[config.mk]
export PLATFORM = sky130hd
export DESIGN_NAME = pwm_csr_bank
export DESIGN_NICKNAME = d
export VERILOG_FILES = /design/src/rtl/pwm_csr_bank.sv
export SDC_FILE = /design/constraint.sdc
export NUM_CORES = 1
export LEC_CHECK = 0
export ABC_CLOCK_PERIOD_IN_PS = 2710
export BUFFER_PORTS_ARGS = -buffer_cell sky130_fd_sc_hd__buf_2
export CAP_MARGIN = 40
export CORE_MARGIN = 4
export CORE_UTILIZATION = 63
export DETAILED_ROUTE_END_ITERATION = 12
export GPL_ROUTABILITY_DRIVEN = 0
export GPL_TIMING_DRIVEN = 1
export PLACE_DENSITY = 0.83
export SLEW_MARGIN = 20
export SYNTH_ARGS = -nofsm -noshare
export SYNTH_HDL_FRONTEND = slang
export SYNTH_SLANG_ARGS = --single-unit
[constraint.sdc]
create_clock -name sys_clk -period 2.71 [get_ports sys_clk]
set_input_delay 0.271 -clock sys_clk [delete_from_list [all_inputs] [get_ports sys_clk]]
set_output_delay 0.271 -clock sys_clk [all_outputs]
set_load 0.01 [all_outputs]
[src/rtl/pwm_csr_bank.sv]
// pwm_csr_bank: decodes framed SPI command bytes into register reads and
// writes on a bank of N_CH PWM channels. Each channel has double-buffered
// duty/period registers (shadow written by SPI, active used by the counter)
// and an immediate control register (bit0 enable, bit1 invert).
module pwm_csr_bank #(
    parameter int N_CH  = 4,
    parameter int PWM_W = 16
) (
    input  logic            sys_clk,
    input  logic            rst,
    input  logic            frame_en,
    input  logic [7:0]      data_in,
    input  logic            data_rdy,
    output logic [7:0]      data_out,
    output logic            data_latch,
    output logic            busy,
    output logic [N_CH-1:0] pwm_out
);

    localparam int BYTES = (PWM_W + 7) / 8;
    localparam int AW    = BYTES * 8;
    localparam int CW    = $clog2(BYTES + 1);

    typedef enum logic [1:0] {
        ST_IDLE,
        ST_DATA,
        ST_DONE
    } state_t;

    state_t          state_reg, state_next;
    logic            cmd_wr_reg, cmd_wr_next;
    logic [4:0]      cmd_ch_reg, cmd_ch_next;
    logic [1:0]      cmd_sel_reg, cmd_sel_next;
    logic [CW-1:0]   byte_cnt_reg, byte_cnt_next, byte_cnt_inc;
    logic [AW-1:0]   asm_reg, asm_next;
    logic [AW-1:0]   rd_shift_reg, rd_shift_next;
    logic            commit_reg, commit_next;
    logic [7:0]      data_out_reg, data_out_next;
    logic            data_latch_reg, data_latch_next;
    logic            cmd_legal;
    logic [AW-1:0]   rd_word;
    logic [PWM_W-1:0] wr_val;

    // Per-channel shadow/control values exported for read-back
    logic [PWM_W-1:0] duty_sh_w   [N_CH];
    logic [PWM_W-1:0] period_sh_w [N_CH];
    logic [1:0]       ctrl_w      [N_CH];

    assign cmd_legal    = (int'(cmd_ch_reg) < N_CH) && (cmd_sel_reg != 2'd3);
    assign byte_cnt_inc = byte_cnt_reg + 1'b1;
    assign wr_val       = asm_reg[PWM_W-1:0];

    // Read-back word for the command byte currently on data_in; zero for illegal accesses
    always_comb begin
        rd_word = '0;
        for (int i = 0; i < N_CH; i++) begin
            if (data_in[6:2] == 5'(i)) begin
                case (data_in[1:0])
                    2'd0:    rd_word[PWM_W-1:0] = duty_sh_w[i];
                    2'd1:    rd_word[PWM_W-1:0] = period_sh_w[i];
                    2'd2:    rd_word[1:0]       = ctrl_w[i];
                    default: rd_word            = '0;
                endcase
            end
        end
    end

    // Frame FSM: next state, byte assembly, read shifting and commit strobe
    always_comb begin
        state_next      = state_reg;
        cmd_wr_next     = cmd_wr_reg;
        cmd_ch_next     = cmd_ch_reg;
        cmd_sel_next    = cmd_sel_reg;
        byte_cnt_next   = byte_cnt_reg;
        asm_next        = asm_reg;
        rd_shift_next   = rd_shift_reg;
        data_out_next   = data_out_reg;
        data_latch_next = 1'b0;
        commit_next     = 1'b0;
        if (!frame_en) begin
            // Dropping chip-select abandons the frame; a partial write never commits
            state_next    = ST_IDLE;
            byte_cnt_next = '0;
        end else begin
            case (state_reg)
                ST_IDLE: begin
                    if (data_rdy) begin
                        cmd_wr_next   = data_in[7];
                        cmd_ch_next   = data_in[6:2];
                        cmd_sel_next  = data_in[1:0];
                        byte_cnt_next = '0;
                        asm_next      = '0;
                        if (!data_in[7]) begin
                            // Snapshot the whole register so multi-byte reads are coherent
                            data_out_next   = rd_word[AW-1 -: 8];
                            rd_shift_next   = rd_word << 8;
                            data_latch_next = 1'b1;
                            state_next      = (BYTES == 1) ? ST_DONE : ST_DATA;
                        end else begin
                            state_next = ST_DATA;
                        end
                    end
                end
                ST_DATA: begin
                    if (data_rdy) begin
                        if (cmd_wr_reg) begin
                            asm_next = (asm_reg << 8) | AW'(data_in);
                            if (byte_cnt_reg == CW'(BYTES - 1)) begin
                                commit_next = cmd_legal;
                                state_next  = ST_DONE;
                            end else begin
                                byte_cnt_next = byte_cnt_inc;
                            end
                        end else begin
                            data_out_next   = rd_shift_reg[AW-1 -: 8];
                            rd_shift_next   = rd_shift_reg << 8;
                            data_latch_next = 1'b1;
                            byte_cnt_next   = byte_cnt_inc;
                            if (byte_cnt_inc == CW'(BYTES - 1)) begin
                                state_next = ST_DONE;
                            end
                        end
                    end
                end
                ST_DONE: begin
                    if (data_rdy && !cmd_wr_reg) begin
                        data_out_next   = 8'h00;
                        data_latch_next = 1'b1;
                    end
                end
                default: state_next = ST_IDLE;
            endcase
        end
    end

    // Frame FSM state and datapath registers
    always_ff @(posedge sys_clk or negedge rst) begin
        if (!rst) begin
            state_reg      <= ST_IDLE;
            cmd_wr_reg     <= 1'b0;
            cmd_ch_reg     <= '0;
            cmd_sel_reg    <= '0;
            byte_cnt_reg   <= '0;
            asm_reg        <= '0;
            rd_shift_reg   <= '0;
            commit_reg     <= 1'b0;
            data_out_reg   <= 8'h00;
            data_latch_reg <= 1'b0;
        end else begin
            state_reg      <= state_next;
            cmd_wr_reg     <= cmd_wr_next;
            cmd_ch_reg     <= cmd_ch_next;
            cmd_sel_reg    <= cmd_sel_next;
            byte_cnt_reg   <= byte_cnt_next;
            asm_reg        <= asm_next;
            rd_shift_reg   <= rd_shift_next;
            commit_reg     <= commit_next;
            data_out_reg   <= data_out_next;
            data_latch_reg <= data_latch_next;
        end
    end

    assign data_out   = data_out_reg;
    assign data_latch = data_latch_reg;
    assign busy       = (state_reg != ST_IDLE);

    genvar gi;
    generate
        for (gi = 0; gi < N_CH; gi++) begin : g_ch
            logic [PWM_W-1:0] duty_sh_reg, duty_sh_next;
            logic [PWM_W-1:0] period_sh_reg, period_sh_next;
            logic [PWM_W-1:0] duty_act_reg, period_act_reg, cnt_reg;
            logic [1:0]       ctrl_reg, ctrl_next;
            logic             pwm_reg;
            logic             hit;

            assign hit = commit_reg && (cmd_ch_reg == 5'(gi));

            // Shadow and control update on commit; *_next feed the active load so a
            // commit coinciding with a wrap is picked up immediately
            always_comb begin
                duty_sh_next   = duty_sh_reg;
                period_sh_next = period_sh_reg;
                ctrl_next      = ctrl_reg;
                if (hit) begin
                    case (cmd_sel_reg)
                        2'd0:    duty_sh_next   = wr_val;
                        2'd1:    period_sh_next = wr_val;
                        2'd2:    ctrl_next      = wr_val[1:0];
                        default: ctrl_next      = ctrl_reg;
                    endcase
                end
            end

            // Counter, active-register reload at wrap (or every cycle when disabled) and registered output
            always_ff @(posedge sys_clk or negedge rst) begin
                if (!rst) begin
                    duty_sh_reg    <= '0;
                    period_sh_reg  <= '1;
                    ctrl_reg       <= 2'b00;
                    duty_act_reg   <= '0;
                    period_act_reg <= '1;
                    cnt_reg        <= '0;
                    pwm_reg        <= 1'b0;
                end else begin
                    duty_sh_reg   <= duty_sh_next;
                    period_sh_reg <= period_sh_next;
                    ctrl_reg      <= ctrl_next;
                    if (!ctrl_reg[0]) begin
                        cnt_reg        <= '0;
                        duty_act_reg   <= duty_sh_next;
                        period_act_reg <= period_sh_next;
                        pwm_reg        <= ctrl_reg[1];
                    end else begin
                        pwm_reg <= (cnt_reg < duty_act_reg) ^ ctrl_reg[1];
                        if (cnt_reg == period_act_reg) begin
                            cnt_reg        <= '0;
                            duty_act_reg   <= duty_sh_next;
                            period_act_reg <= period_sh_next;
                        end else begin
                            cnt_reg <= cnt_reg + 1'b1;
                        end
                    end
                end
            end

            assign duty_sh_w[gi]   = duty_sh_reg;
            assign period_sh_w[gi] = period_sh_reg;
            assign ctrl_w[gi]      = ctrl_reg;
            assign pwm_out[gi]     = pwm_reg;
        end
    endgenerate

endmodule

# Word level (Yosys, flattened, before mapping)
# Cells that the tools add are included.
# classes
n_eq_ne,36
n_reduce_logical,25
add_sub_neg,5
muxes,96
magnitude_cmp,5
n_bitwise,5
# op_table
op,count
16-bit 2-to-1 mux,51
14-bit one-hot mux with 3 select lines,3
"16-bit by 1-bit adder with 16-bit output, second input constant",4
16-bit equality test,4
16-bit < comparator,4
16-bit one-hot mux with 2 select lines,2
8-bit 2-to-1 mux,5
2-bit one-hot mux with 3 select lines,5
14-bit one-hot mux with 2 select lines,1
8-bit one-hot mux with 3 select lines,1
2-bit 2-to-1 mux,11
"5-bit by 2-bit equality test with 1-bit output, second input constant",4
"2-bit != test, second input constant",8
16-bit by 8-bit OR with 16-bit output,1
1-bit 2-to-1 mux,15
"4-bit != test, second input constant",3
"2-bit by 1-bit equality test with 1-bit output, second input constant",5
"5-bit by 1-bit equality test with 1-bit output, second input constant",2
5-bit logical NOT,2
5-bit AND reduction,2
"2-bit by 1-bit != test with 1-bit output, second input constant",4
2-bit AND reduction,4
7-bit AND reduction,1
"2-bit equality test, second input constant",3
other kinds (15),27
# totals
wordCells,210
register_bits,386
output_inout_bits,14
input_bits,12

# Logic depth before layout (Yosys ltp)
# depth
depth_word,12
ltp_mapped,8
ltp_nobuf,7

# Worst setup path after synthesis
# No wires, ideal clock.
# synth_path
path_kind,reg2reg
from,reg g_ch[0].period_act_reg[6]
to,reg g_ch[0].duty_act_reg[12]
stages_incl_launch_ff,7
slack_ns,0.666
setup_time_ns,0.125
n_path_buf,2
required_time_ns,2.585
synth_period_minus_slack_ns,2.044
t_arrival_ns,1.920
path_cell_list,dfstp_2 -> xnor2_1 -> nand4_1 -> o41ai_1 -> buf_2 -> buf_4 -> mux2_2
# synth_between
elab_chain_len,2
# synth_rtl
element,line_no,text
start: declaration,172,"logic [PWM_W-1:0] duty_act_reg, period_act_reg, cnt_reg;"
start signal: assignment,212,period_act_reg <= period_sh_next;
start signal: assignment,219,period_act_reg <= period_sh_next;
16-bit equality test,216,if (cnt_reg == period_act_reg) begin
2-bit by 1-bit != test with 1-bit output (no source line),n/a,
end signal: assignment,211,duty_act_reg <= duty_sh_next;
end signal: assignment,218,duty_act_reg <= duty_sh_next;
end: declaration,172,
# No other way between the ends.
# A chain may end at the register's enable or synchronous reset.

# Final worst setup path
# layout_path
from,reg state_reg[1]
to,reg rd_shift_reg[8]
# layout_between
elab_chain_len,3
word_cells_on_any_way,9
classes_between,5 x eq/ne; 1 x mux; 3 x reduce/logical
# layout_rtl
element,line_no,text
start: declaration,30,"state_t state_reg, state_next;"
start signal: assignment,150,state_reg <= state_next;
2-bit by 1-bit equality test with 1-bit output or 2-bit logical NOT (tied branches),85,case (state_reg)
2-bit != test (no source line) or 2-bit nonzero test (tied branches),n/a,
6-bit AND reduction (no source line),n/a,
end signal: assignment,156,rd_shift_reg <= rd_shift_next;
end: declaration,36,"logic [AW-1:0] rd_shift_reg, rd_shift_next;"
# Parallel ways exist; a longest one is shown, timed or not.

==> results.md <==
* Rows at 62
* Slew HR at 46.4%
* First-pass GRT wire length at 70.8 mm
* Post-route DRC at 0
* Die ar. at 32200 sq um
* Post-Syn Area per Cell at 12.2 sq um
* Total grt overflow at 0
* Max-slew violations at 0
* Cell-internal power at 9.27 mW
* Largest net degree at the start of global routing at 80
* CP Max Fanout at 7
* CP startpoint kind: flop
* Worst r2r src: state_reg[1]$_DFFE_PN0P_
* Initial Util at 64.2%
* Maximum clock frequency at 0.430 GHz
* Critical path class: reg -> reg
* Top cell type by total area after synthesis: dfrtp_1
* Routed len/inst at 22.3 um
* Final min period at 2.32 ns
* Drt first pass iters at 6
* P&R area growth vs syn at 9.97%
* Post-place setup slack at 0.449 ns
* Relative contribution of sequential cells to total power at 50.1%
* DP HPWL at 30.3 mm
* Async SR Flop Fraction at 100%
* Logic pwr share at 8.6%
* Area of the multi-input gates at 8240 sq um
* Critical Path RT at 3.12 ns
* CTS sink cnt at 378
* Max Cap Violations at 0
* Synthesized area at 18500 sq um
* Total power at 12.6 mW
* Filler Cell Count at 1953
* Ranking of synthesized cells by area: dfrtp_1 (34%), dfstp_2 (18%), mux2_2 (13%)
* Total negative slack at 0 ns
* WHS Endpoint: asm_reg[6]$_DFFE_PN0P_
* Register area at 9620 sq um
* Root Buffer: clkbuf_16
* Setup violators final at 0
* Placed cell count at 1886
* CP arrival at 2.74 ns
* Synth Register Bits at 378
* Post-synth top cells: dfrtp_1 (250), mux2_2 (212), dfstp_2 (128)
* Post-synthesis cell type count at 51
* Number of nets in the layout at 1627
* Num CTS Buffers at 39
* Critical path capture point type: flop
* Max H-tree Level at 2
* Reg clk slew, reported paths at 0.06 ns
* CTS tree: built
* Vias at 12000
* Commonest register cell after synthesis: dfrtp_1
* GRT Util Overall at 27.2%
* Cts-stage hold buffer count at 1
* Reg2Reg Setup Slack at 0.39 ns
* Vert. Die Dim at 179 um
* Final worst slack at 0.385 ns
* Final cycle utilization of the critical path at 85.8%
* Switch Pwr at 3.35 mW
* Path depth of the worst reg2reg path at 6
* Leak at 9.12 nW
* Final Non-Filler Cells at 1959
* Sequential share of the synthesized area at 51.9%
* Core ar. at 28900 sq um
* Hold WS at 0.0648 ns
* Switching power share of the total at 26.6%
* Drt total wl at 43.7 mm
* Worst Max-Slew Pin Slew at 0.802 ns
* Hold Startpoint: data_in[6]
* Hold crit path type: in -> reg
* Die W at 179 um
* Layout cell share with drive strength beyond 1 at 32.8%
* Antenna-violating nets left at 0
* DRT iter0 DRCs at 904
* Total setup buffers inserted after CTS at 0
* Port bufs at 25
* RSZ-0062 raised after global routing: false
* Synth top area share at 33.8%
* Status: completed
* Maximum vdd drop at 406 uV
* Hold Path Cell Cnt at 3
* Clock power share at 41.3%
* Initial antenna violation count at 5
* Mapped Cells at 1517
* Post-CTS resize count at 0
* Fin. Hold Viols at 0
* Yosys warnings at 0
* Count leader, synth: dfrtp_1
* Number of synthesized flops with an enable pin at 0
* Worst skew pair latency at 0.53 ns
* PwrDens at 619 nW/um^2
* Largest buffer count on any clock path at 3
* Worst R2R End: rd_shift_reg[8]$_DFFE_PN0P_
* Vias in the first global route at 12600
* Clock skew at 0.0170 ns
* DR vias/cell at 6.11
* Syn nets at 1600
* I/O pins at 26
==> layer usage <==
layer / global-route usage (%) / up-vias / wire length [um]
met5: 0 / - / 51
met4: 10.4 / 8 / 1800
met3: 6.00 / 107 / 2910
met2: 41.7 / 406 / 19800
met1: 38.6 / 6067 / 19100
li1: - / 5378 / -
==> critical path, stage by stage (launching register included) <==
cell and delay [ns]:
dfrtp_1 0.40, inv_1 0.13, ha_1 0.31, nand2b_1 0.22, or3_1 0.51, nand4b_1 0.26, o41ai_1 0.39
==> power groups by stage <==
stage / Sequential, mW / Combinational [mW] / Clock [mW]
after floorplan: 6.15 / 0.693 / 0
after global placement: 6.37 / 1.03 / 0
after detailed placement: 6.39 / 1.06 / 0
after CTS: 6.30 / 1.07 / 5.29
after global routing: 6.33 / 1.19 / 5.53
final: 6.32 / 1.09 / 5.21
==> cell usage in the layout, fill, tap and decap left out, types with 48 or more instances in the layout <==
cell,count
dfrtp_1,250
mux2_2,212
dfstp_2,128
inv_1,95
nor2_1,84
nand2_1,83
xnor2_1,80
ha_1,71
o21ai_0,58
nand3_1,48
==> final cells by class <==
class / instances / area share [%]
well taps: 384 / 2.36
clock inverters: 11 / 0.430
diodes: 1 / 0.0123
flip-flops and latches: 378 / 47.2
multi-input cells: 974 / 40.4
repair buffers: 56 / 2.19
clock buffers: 60 / 5.63
inverters: 95 / 1.75
==> per-stage QoR <==
step / instance area (sq um) / utilization [%]
2_1_floorplan: 18500 / -
3_3_place_gp: 19100 / 66.3
3_5_place_dp: 19100 / 66.3
4_1_cts: 20400 / 70.6
5_1_grt: 20400 / 70.6
6_report: 20400 / 70.6
==> cells by family after synthesis <==
logic type,Yosys count,synth area share (%)
DFF,378,51.9
and+or+nand+nor,310,8.10
muxes,305,19.9
AOI/OAI and AO/OA,170,5.84
buffers and inverters,165,3.84
xor gates and xnor gates,118,5.58
adders and majority gates,71,4.79
==> how the worst max path moves through the flow <==
stage / start / end / slack (ns) / cells past startpoint
2_1_floorplan: g_ch[0].period_act_reg[6]$_DFFE_PN1P_ / g_ch[0].duty_act_reg[12]$_DFFE_PN0P_ / 0.67 / 6
3_3_place_gp: g_ch[2].cnt_reg[4]$_DFF_PN0_ / g_ch[2].pwm_reg$_DFF_PN0_ / 0.52 / 6
3_5_place_dp: g_ch[2].cnt_reg[4]$_DFF_PN0_ / g_ch[2].pwm_reg$_DFF_PN0_ / 0.45 / 6
4_1_cts: g_ch[2].cnt_reg[4]$_DFF_PN0_ / g_ch[2].pwm_reg$_DFF_PN0_ / 0.42 / 6
5_1_grt: state_reg[1]$_DFFE_PN0P_ / rd_shift_reg[8]$_DFFE_PN0P_ / 0.29 / 6
6_report: state_reg[1]$_DFFE_PN0P_ / rd_shift_reg[8]$_DFFE_PN0P_ / 0.39 / 6
No activity file was read; power rests on OpenSTA's default activity.
